$ cat src/rtl/vec_wb_arbiter.sv
// Vector writeback: ALU result FIFO, round-robin VRF arbitration against load returns, scalar results to SRF.
// ALU result reaches the RF 2 cycles after alu_valid, loads 1 cycle after grant; the ALU is throttled only via alu_ready.
module vec_wb_arbiter #(
  parameter int DATA_W = 128,
  parameter int DEPTH  = 4
) (
  input  logic              clk,
  input  logic              rst_n,
  input  logic              alu_valid,
  input  logic [4:0]        alu_rd,
  input  logic              alu_is_scalar,
  input  logic [DATA_W-1:0] alu_data,
  input  logic              alu_err_overflow,
  input  logic              alu_err_invalid,
  output logic              alu_ready,
  input  logic              ld_valid,
  input  logic [4:0]        ld_rd,
  input  logic [DATA_W-1:0] ld_data,
  output logic              ld_ready,
  output logic              vrf_we,
  output logic [4:0]        vrf_waddr,
  output logic [DATA_W-1:0] vrf_wdata,
  output logic              srf_we,
  output logic [4:0]        srf_waddr,
  output logic [31:0]       srf_wdata,
  input  logic              err_clr,
  output logic              err_overflow,
  output logic              err_invalid,
  output logic              fifo_drop,
  output logic              busy
);
  localparam int AW = $clog2(DEPTH);
  localparam logic [AW:0] L_FULL    = (AW+1)'(DEPTH);
  localparam logic [AW:0] L_RDY_MAX = (AW+1)'(DEPTH - 2);

  typedef enum logic {GNT_ALU = 1'b0, GNT_LOAD = 1'b1} gnt_e;

  logic [4:0]        r_rd_q  [DEPTH];
  logic              r_sc_q  [DEPTH];
  logic [DATA_W-1:0] r_dat_q [DEPTH];
  logic [AW-1:0]     r_wptr;
  logic [AW-1:0]     r_rptr;
  logic [AW:0]       r_count;
  gnt_e              r_last;
  gnt_e              w_last_nxt;

  logic              r_vrf_we;
  logic [4:0]        r_vrf_waddr;
  logic [DATA_W-1:0] r_vrf_wdata;
  logic              r_srf_we;
  logic [4:0]        r_srf_waddr;
  logic [31:0]       r_srf_wdata;
  logic              r_drop;
  logic              r_err_ovf;
  logic              r_err_inv;

  logic              w_empty;
  logic              w_full;
  logic [4:0]        w_head_rd;
  logic              w_head_sc;
  logic [DATA_W-1:0] w_head_dat;
  logic              w_vec_head;
  logic              w_sc_head;
  logic              w_ld_ready;
  logic              w_ld_go;
  logic              w_alu_gnt;
  logic              w_pop;
  logic              w_push;

  assign w_empty    = (r_count == '0);
  assign w_full     = (r_count == L_FULL);
  assign w_head_rd  = r_rd_q[r_rptr];
  assign w_head_sc  = r_sc_q[r_rptr];
  assign w_head_dat = r_dat_q[r_rptr];
  assign w_vec_head = !w_empty && !w_head_sc;
  assign w_sc_head  = !w_empty && w_head_sc;

  // A full FIFO always wins the VRF port, so a full FIFO always pops.
  always_comb begin
    w_last_nxt = r_last;
    w_ld_ready = !(w_vec_head && (r_last == GNT_LOAD || w_full));
    w_ld_go    = ld_valid && w_ld_ready;
    w_alu_gnt  = w_vec_head && !w_ld_go;
    w_pop      = w_sc_head || w_alu_gnt;
    w_push     = alu_valid && (!w_full || w_pop);
    if (w_alu_gnt) begin
      w_last_nxt = GNT_ALU;
    end else if (w_ld_go) begin
      w_last_nxt = GNT_LOAD;
    end
  end

  always_ff @(posedge clk) begin
    if (w_push) begin
      r_rd_q[r_wptr]  <= alu_rd;
      r_sc_q[r_wptr]  <= alu_is_scalar;
      r_dat_q[r_wptr] <= alu_data;
    end
  end

  always_ff @(posedge clk or negedge rst_n) begin
    if (!rst_n) begin
      r_wptr  <= '0;
      r_rptr  <= '0;
      r_count <= '0;
      r_last  <= GNT_ALU;
    end else begin
      r_last  <= w_last_nxt;
      r_count <= r_count + (AW+1)'(w_push) - (AW+1)'(w_pop);
      if (w_push) r_wptr <= r_wptr + AW'(1);
      if (w_pop)  r_rptr <= r_rptr + AW'(1);
    end
  end

  always_ff @(posedge clk or negedge rst_n) begin
    if (!rst_n) begin
      r_vrf_we    <= 1'b0;
      r_vrf_waddr <= '0;
      r_vrf_wdata <= '0;
      r_srf_we    <= 1'b0;
      r_srf_waddr <= '0;
      r_srf_wdata <= '0;
      r_drop      <= 1'b0;
      r_err_ovf   <= 1'b0;
      r_err_inv   <= 1'b0;
    end else begin
      r_vrf_we <= w_alu_gnt || w_ld_go;
      if (w_alu_gnt) begin
        r_vrf_waddr <= w_head_rd;
        r_vrf_wdata <= w_head_dat;
      end else if (w_ld_go) begin
        r_vrf_waddr <= ld_rd;
        r_vrf_wdata <= ld_data;
      end
      // Scalar x0 is hardwired zero: the entry drains without a write.
      r_srf_we <= w_sc_head && (w_head_rd != 5'd0);
      if (w_sc_head) begin
        r_srf_waddr <= w_head_rd;
        r_srf_wdata <= w_head_dat[31:0];
      end
      r_drop    <= alu_valid && !w_push;
      r_err_ovf <= (r_err_ovf && !err_clr) || (alu_valid && alu_err_overflow);
      r_err_inv <= (r_err_inv && !err_clr) || (alu_valid && alu_err_invalid);
    end
  end

  assign alu_ready    = (r_count <= L_RDY_MAX);
  assign ld_ready     = w_ld_ready;
  assign vrf_we       = r_vrf_we;
  assign vrf_waddr    = r_vrf_waddr;
  assign vrf_wdata    = r_vrf_wdata;
  assign srf_we       = r_srf_we;
  assign srf_waddr    = r_srf_waddr;
  assign srf_wdata    = r_srf_wdata;
  assign err_overflow = r_err_ovf;
  assign err_invalid  = r_err_inv;
  assign fifo_drop    = r_drop;
  assign busy         = !w_empty || r_vrf_we || r_srf_we;
endmodule

$ cat config.mk
export PLATFORM = sky130hd
export DESIGN_NAME = vec_wb_arbiter
export DESIGN_NICKNAME = d
export VERILOG_FILES = /design/src/rtl/vec_wb_arbiter.sv
export SDC_FILE = /design/constraint.sdc
export NUM_CORES = 1
export LEC_CHECK = 0
export CAP_MARGIN = 20
export CORE_ASPECT_RATIO = 0.9
export CORE_MARGIN = 3
export CORE_UTILIZATION = 43
export CTS_CLUSTER_SIZE = 30
export DETAILED_ROUTE_END_ITERATION = 10
export PLACE_DENSITY = 0.67
export SLEW_MARGIN = 20
export SYNTH_ARGS = -nofsm -noshare
export SYNTH_HDL_FRONTEND = slang
export SYNTH_SLANG_ARGS = --single-unit
$ cat constraint.sdc
create_clock -name clk -period 13.5 [get_ports clk]
set_clock_uncertainty 0.05 [all_clocks]
set_input_delay 3.375 -clock clk [delete_from_list [all_inputs] [get_ports clk]]
set_output_delay 3.375 -clock clk [all_outputs]
set_load 0.005 [all_outputs]
==> metrics.yaml, run 1 <==
timing:
  rsz0062_at_grt: "no"
  worst_pin_slew_ns: 0.969
  setup_violations: 0
  finalCriticalPeriod_ns: 6.61
  final-hold-violation-count: 0
  setup_ws_ns: 6.89
  slew_viol_final: 0
  maxSlewHeadroom: 0.354
  period_share: 0.490
  fin_setup_tns_ns: 0
  fmax_ghz: 0.151
clock_network:
  clock_path_buffers: 3
  clock_sinks: 719
  hold_buffers: 0
  ctsResizeCount: 0
  insertion_delay_ns: 0.59
  cts_inserted_buffers: 75
  cts_max_level: 3
  cts_root_buffer: "clkbuf_16"
  post_cts_buffers: 0
  clkSlewWorstSetupHoldPaths_ns: 0.06
  tritoncts: "yes"
logic_synthesis:
  async_flop_share: 0.255
  ys_seq_area_frac: 0.760
  netlist_area_um2: 27200
  syn_area_per_cell_um2: 17.3
  synth_edf_count: 536
  synth_flop_cell: "edfxtp_1"
  yosysWarnings: 0
  syn_nets: 1851
  synth-seq-cells: 719
  ys_types: 29
  synth_cells: 1569
global_routing:
  grt_pass1_vias: 15900
  grt_max_degree: 121
  gr-total-overflow: 0
  grt_first_pass_wirelength_um: 95700
  grt_util_all_layers: 0.189
  antenna_found_initial: 13
die:
  design.core.area_um2: 61900
  rows: 86
  die_w_um: 271
  die_area_um2: 66300
  die_height_um: 245
  ios: 452
  initial_core_util: 0.440
routing:
  avgRoutedWirePerCell_um: 21.4
  via_per_inst: 5.23
  post-route-drc-count: 0
  dr.pass1.iters: 5
  ant_nets: 0
  drt_iter0_drc: 1150
  vias: 15300
  finalWirelength_um: 62700
power_and_ir_drop:
  clock_power_share: 0.255
  power_mw: 8.07
  ir_worst_vdd_v: 0.000156
  p_sw_frac: 0.305
  switchingPower_mw: 2.47
  leakage_nw: 12.4
  power.density_nw_per_um2: 230
  combPwrFrac: 0.334
  seqPwrFrac: 0.411
  intPower_mw: 5.61
finish:
  drive_gt1_frac: 0.158
  nets: 2307
  post-route-util: 0.568
  area_growth_syn_to_layout_pct: 29.1
run:
  maxCapViolCount: 0
place:
  dpl.hpwl_um: 39800
  pre_cts_ws_ns: 7.07
  gp_congestion: 0.765
  io_buffer_count: 451
critical_path:
  cp-start-kind: "flop"
  cp_max_fo: 45
  critPathKind: "flop to output port"
  crit_required_ns: 10.07
  cp.arrival_ns: 3.19
  endpoint_kind: "output port"
min_path:
  hp-class: "flop to flop"
status:
  status: "completed"
path summary, 6_finish.rpt:
check	start	to	slack [ns]	cells past startpoint
max in group asynchronous	rst_n	vrf_wdata[109]	9.46	2
min in group asynchronous	rst_n	srf_wdata[12]	2.65	1
min reg2reg	srf_waddr[4]	srf_waddr[4]	0.45	1
max	r_rptr[0]	ld_ready	6.89	3
max reg2reg	r_rptr[0]	r_count[2]	9.71	9
min	srf_waddr[4]	srf_waddr[4]	0.45	1
metal layers:
| metal | vias to the layer above | part of all wire | track usage |
|---|---|---|---|
| met4 | 16 | 0.021 | 0.0538 |
| met5 | - | 0.0019 | 0 |
| met3 | 98 | 0.063 | 0.0457 |
| met2 | 441 | 0.51 | 0.316 |
| li1 | 6919 | - | - |
| met1 | 7846 | 0.41 | 0.248 |
placed cells by master, fill, tap and decap left out, drive strengths merged, types with 2 or more instances in the layout:
cell           netlist  layout
or2                  2       2
mux4               134     134
o21ai                5       5
nor2b                2       2
clkbuf              43     101
xor2                 3       3
nor3                 2       2
mux2                37      37
a31oi              133     133
and2                 4       4
ha                   7       7
edfxtp             536     536
nor2               136     136
clkdlybuf4s50        0     450
dfrtp              183     183
bufinv               0       5
buf                 51      23
nand2              271     271
inv                 10      12
diode                0       6
clkinvlp             0       3
clkinv               0      26
power groups by stage:
| stage | Sequential (mW) | Clock, mW | Combinational, mW |
|---|---|---|---|
| finish | 3.32 | 2.06 | 2.70 |
| global route | 3.39 | 2.20 | 2.96 |
| CTS | 3.33 | 2.11 | 2.78 |
| detailed placement | 3.37 | 0 | 2.78 |
| global placement | 3.34 | 0 | 2.73 |
| floorplan | 3.30 | 0 | 1.61 |
final cells by class:
type / instances / area, µm²
Timing Repair Buffer: 473 / 4720
Antenna cell: 6 / 15.0
Fill cell: 4707 / 26700
Clock buffer: 101 / 2190
Inverter: 10 / 37.5
Sequential cell: 719 / 20700
Tap cell: 836 / 1050
Clock inverter: 36 / 318
Multi-Input combinational cell: 746 / 6130
per-stage QoR:
stage	hold WS, ns	std cells	area, µm²
final	0.454	2927	35100
after CTS	0.460	2920	35100
after detailed placement	0.446	2783	32600
after global placement	0.445	2783	32600
after global routing	0.474	2923	35100
after floorplan	0.436	1569	27200
cell usage after synthesis (2+ instances only):
cell        n  area, µm²
mux2_2     37        417
or2_2       2       12.5
nand2_1   271       1020
nor2_1    136        510
clkbuf_1   43        161
ha_1        7       87.6
dfrtp_1   183       4580
xor2_1      3       26.3
buf_2      36        180
nor3_1      2       10.0
a31oi_1   133        832
edfxtp_1  536      16100
inv_1      10       37.5
and2_1      4       25.0
buf_1      14       52.6
mux4_2    134       3020
o21ai_0     5       25.0
nor2b_1     2       12.5
flip-flops by register name, indices dropped and copies added (netlist names), 2 cells and up:
signal	flops
r_count	3
r_dat_q	512
r_rd_q	20
r_rptr	2
r_sc_q	4
r_wptr	2
srf_waddr	5
srf_wdata	32
vrf_waddr	5
vrf_wdata	128
worst max-delay path, cell delays in order (launching register included):
cell and delay, ns:
dfrtp_4 1.03, mux4_2 0.72, or2_2 0.35, clkdlybuf4s50_1 0.50
cell families after synthesis:
logic type      after synthesis  share of synthesized area
flops                       719                      0.760
simple gates                417                     0.0584
mux                         172                      0.127
compound gates              144                     0.0337
buf+inv                     104                     0.0161
fa+ha+maj                     8                    0.00395
xor+xnor                      4                    0.00129
other cells                   1                   0.000138
(Power assumes the default switching activity.)
==> run 2, diff against run 1 <==
clock period = 6.85 ns   (was 13.5 ns; I/O delays follow)
==> run 2 against run 1 <==
Effect of this change: sequential share of layout area grew 0.21 points; count of clock-buffer cells in the layout grew 3; core utilization shrank 0.20 points.
==> metrics.yaml, run 2 (synthesized netlist as in run 1, its figures left out) <==
status:
  status: "completed"  # unchanged
global_routing:
  antenna_found_initial: 12  # was 13
  grt_first_pass_wirelength_um: 95300  # was 95,700 µm
  grt_util_all_layers: 0.188  # was 0.189
  grt_max_degree: 92  # was 121
  grt_pass1_vias: 15900  # about the same
  gr-total-overflow: 0  # unchanged
clock_network:
  post_cts_buffers: 0  # unchanged
  cts_max_level: 3  # unchanged
  cts_inserted_buffers: 73  # was 75
  ctsResizeCount: 0  # unchanged
  clkSlewWorstSetupHoldPaths_ns: 0.06  # about the same
  clock_path_buffers: 3  # unchanged
  insertion_delay_ns: 0.60  # was 0.59 ns
  clock_sinks: 719  # unchanged
  cts_root_buffer: "clkbuf_16"  # unchanged
  tritoncts: "yes"  # unchanged
  hold_buffers: 0  # unchanged
die:
  ios: 452  # unchanged
  die_area_um2: 66300  # unchanged
  die_height_um: 245  # unchanged
  die_w_um: 271  # unchanged
  initial_core_util: 0.440  # unchanged
  design.core.area_um2: 61900  # unchanged
  rows: 86  # unchanged
routing:
  dr.pass1.iters: 5  # unchanged
  vias: 15200  # was 15,300
  ant_nets: 0  # unchanged
  via_per_inst: 5.18  # was 5.23
  drt_iter0_drc: 1036  # was 1,150
  post-route-drc-count: 0  # unchanged
  finalWirelength_um: 62300  # was 62,700 µm
  avgRoutedWirePerCell_um: 21.3  # was 21.4 µm
finish:
  most-common-layout-cells: "edfxtp_1 (536), clkdlybuf4s50_1 (450), nand2_1 (271), dfrtp_1 (181), nor2_1 (136)"  # unchanged
  final_common_cell: "edfxtp_1"  # unchanged
  nets: 2307  # unchanged
  drive_gt1_frac: 0.149  # was 0.158
  area_growth_syn_to_layout_pct: 28.7  # was 29.1%
  largest-register: "r_dat_q"  # unchanged
  largest_reg_flops: 512  # unchanged
critical_path:
  reg2reg_setup_slack_ns: 3.11  # was 9.71 ns
  critPathKind: "flop to output port"  # unchanged
  startpoint: "r_rptr[1]"  # was r_rptr[0]
  cp_max_fo: 58  # was 45
  r2r_start: "r_rptr[1]"  # was r_rptr[0]
  worst_r2r_path_depth: 9  # unchanged
  cp.arrival_ns: 3.04  # was 3.19 ns
  cp-start-kind: "flop"  # unchanged
  endpoint: "ld_ready"  # unchanged
  crit_required_ns: 5.09  # was 10.07 ns
  endpoint_kind: "output port"  # unchanged
  r2r_end: "r_count[2]"  # unchanged
power_and_ir_drop:
  power.density_nw_per_um2: 449  # was 230 nW/µm²
  leakage_nw: 12.4  # about the same
  power_mw: 15.7  # was 8.07 mW
  ir_worst_vdd_v: 0.000307  # was 0.000156 V
place:
  dpl.hpwl_um: 39200  # was 39,800 µm
  gp_congestion: 0.769  # was 0.765
  io_buffer_count: 451  # unchanged
timing:
  setup_violations: 0  # unchanged
  finalCriticalPeriod_ns: 4.80
  maxSlewHeadroom: 0.393  # was 0.354
  fin_setup_tns_ns: 0  # unchanged
  slew_viol_final: 0  # unchanged
  period_share: 0.701
  worst_pin_slew_ns: 0.910  # was 0.969 ns
  rsz0062_at_grt: "no"  # unchanged
  final-hold-violation-count: 0  # unchanged
  fmax_ghz: 0.208
run:
  maxCapViolCount: 0  # unchanged
min_path:
  hp-class: "flop to flop"  # unchanged
-- run 2: cell count changes in the layout (fill, tap and decap cells not counted), moves of 3 or more --
cell,before,now
buf_12,1,5
clkbuf_1,8,20
clkbuf_16,78,75
clkbuf_8,15,9
clkinv_1,5,12
clkinv_2,20,10
clkinv_8,0,3
clkinvlp_4,3,0
-- run 2: worst min-delay path by stage --
stage                             start             to  slack, ns  cells past startpoint
final                     srf_wdata[25]  srf_wdata[25]       0.45                      1
after global routing       srf_wdata[9]   srf_wdata[9]       0.47                      1
after floorplan                  r_last         r_last       0.44                      1
after detailed placement  srf_wdata[26]  srf_wdata[26]       0.44                      1
after global placement    srf_wdata[17]  srf_wdata[17]       0.44                      1
after CTS                 srf_wdata[26]  srf_wdata[26]       0.46                      1
-- run 2: worst max-delay path, stage by stage (launching register included) --
cell             delay, ns
dfrtp_4               0.99
mux4_2                0.53
or2_2                 0.35
clkdlybuf4s50_1       0.51
-- run 2: final cells by class --
class,instances,area (µm²)
clock buffer,104,2080
clock inverter,30,263
multi-input combinational,746,6130
tap,836,1050
inverter,10,37.5
sequential,719,20700
antenna,4,10.0
fill,4779,26900
timing repair buffer,475,4770
-- run 2: stage by stage --
stage	setup WS (ns)	area [µm²]	hold WS, ns	util	cells
global placement	2.11	32600	0.439	0.528	2785
CTS	1.98	35000	0.457	0.565	2919
finish	2.05	35000	0.454	0.566	2924
floorplan	1.22	27200	0.436	-	1569
global route	1.92	35000	0.471	0.566	2921
detailed placement	2.02	32600	0.444	0.528	2785
-- run 2: report_power, final --
part / total [mW] / internal (mW) / switching (mW)
clock: 3.84 / 2.24 / 1.60
combinational: 5.39 / 2.68 / 2.71
sequential: 6.49 / 5.96 / 0.537
total: 15.7 / 10.9 / 4.85
-- run 2: layer usage --
layer  routed length [µm]  vias to the layer above  part of all wire  track usage
met5                  126                        -            0.0020            0
met4                 1140                       18             0.018       0.0489
met3                 3520                      104             0.057       0.0442
met2                31400                      384              0.50        0.315
met1                26100                     7749              0.42        0.249
li1                     -                     6898                 -            -
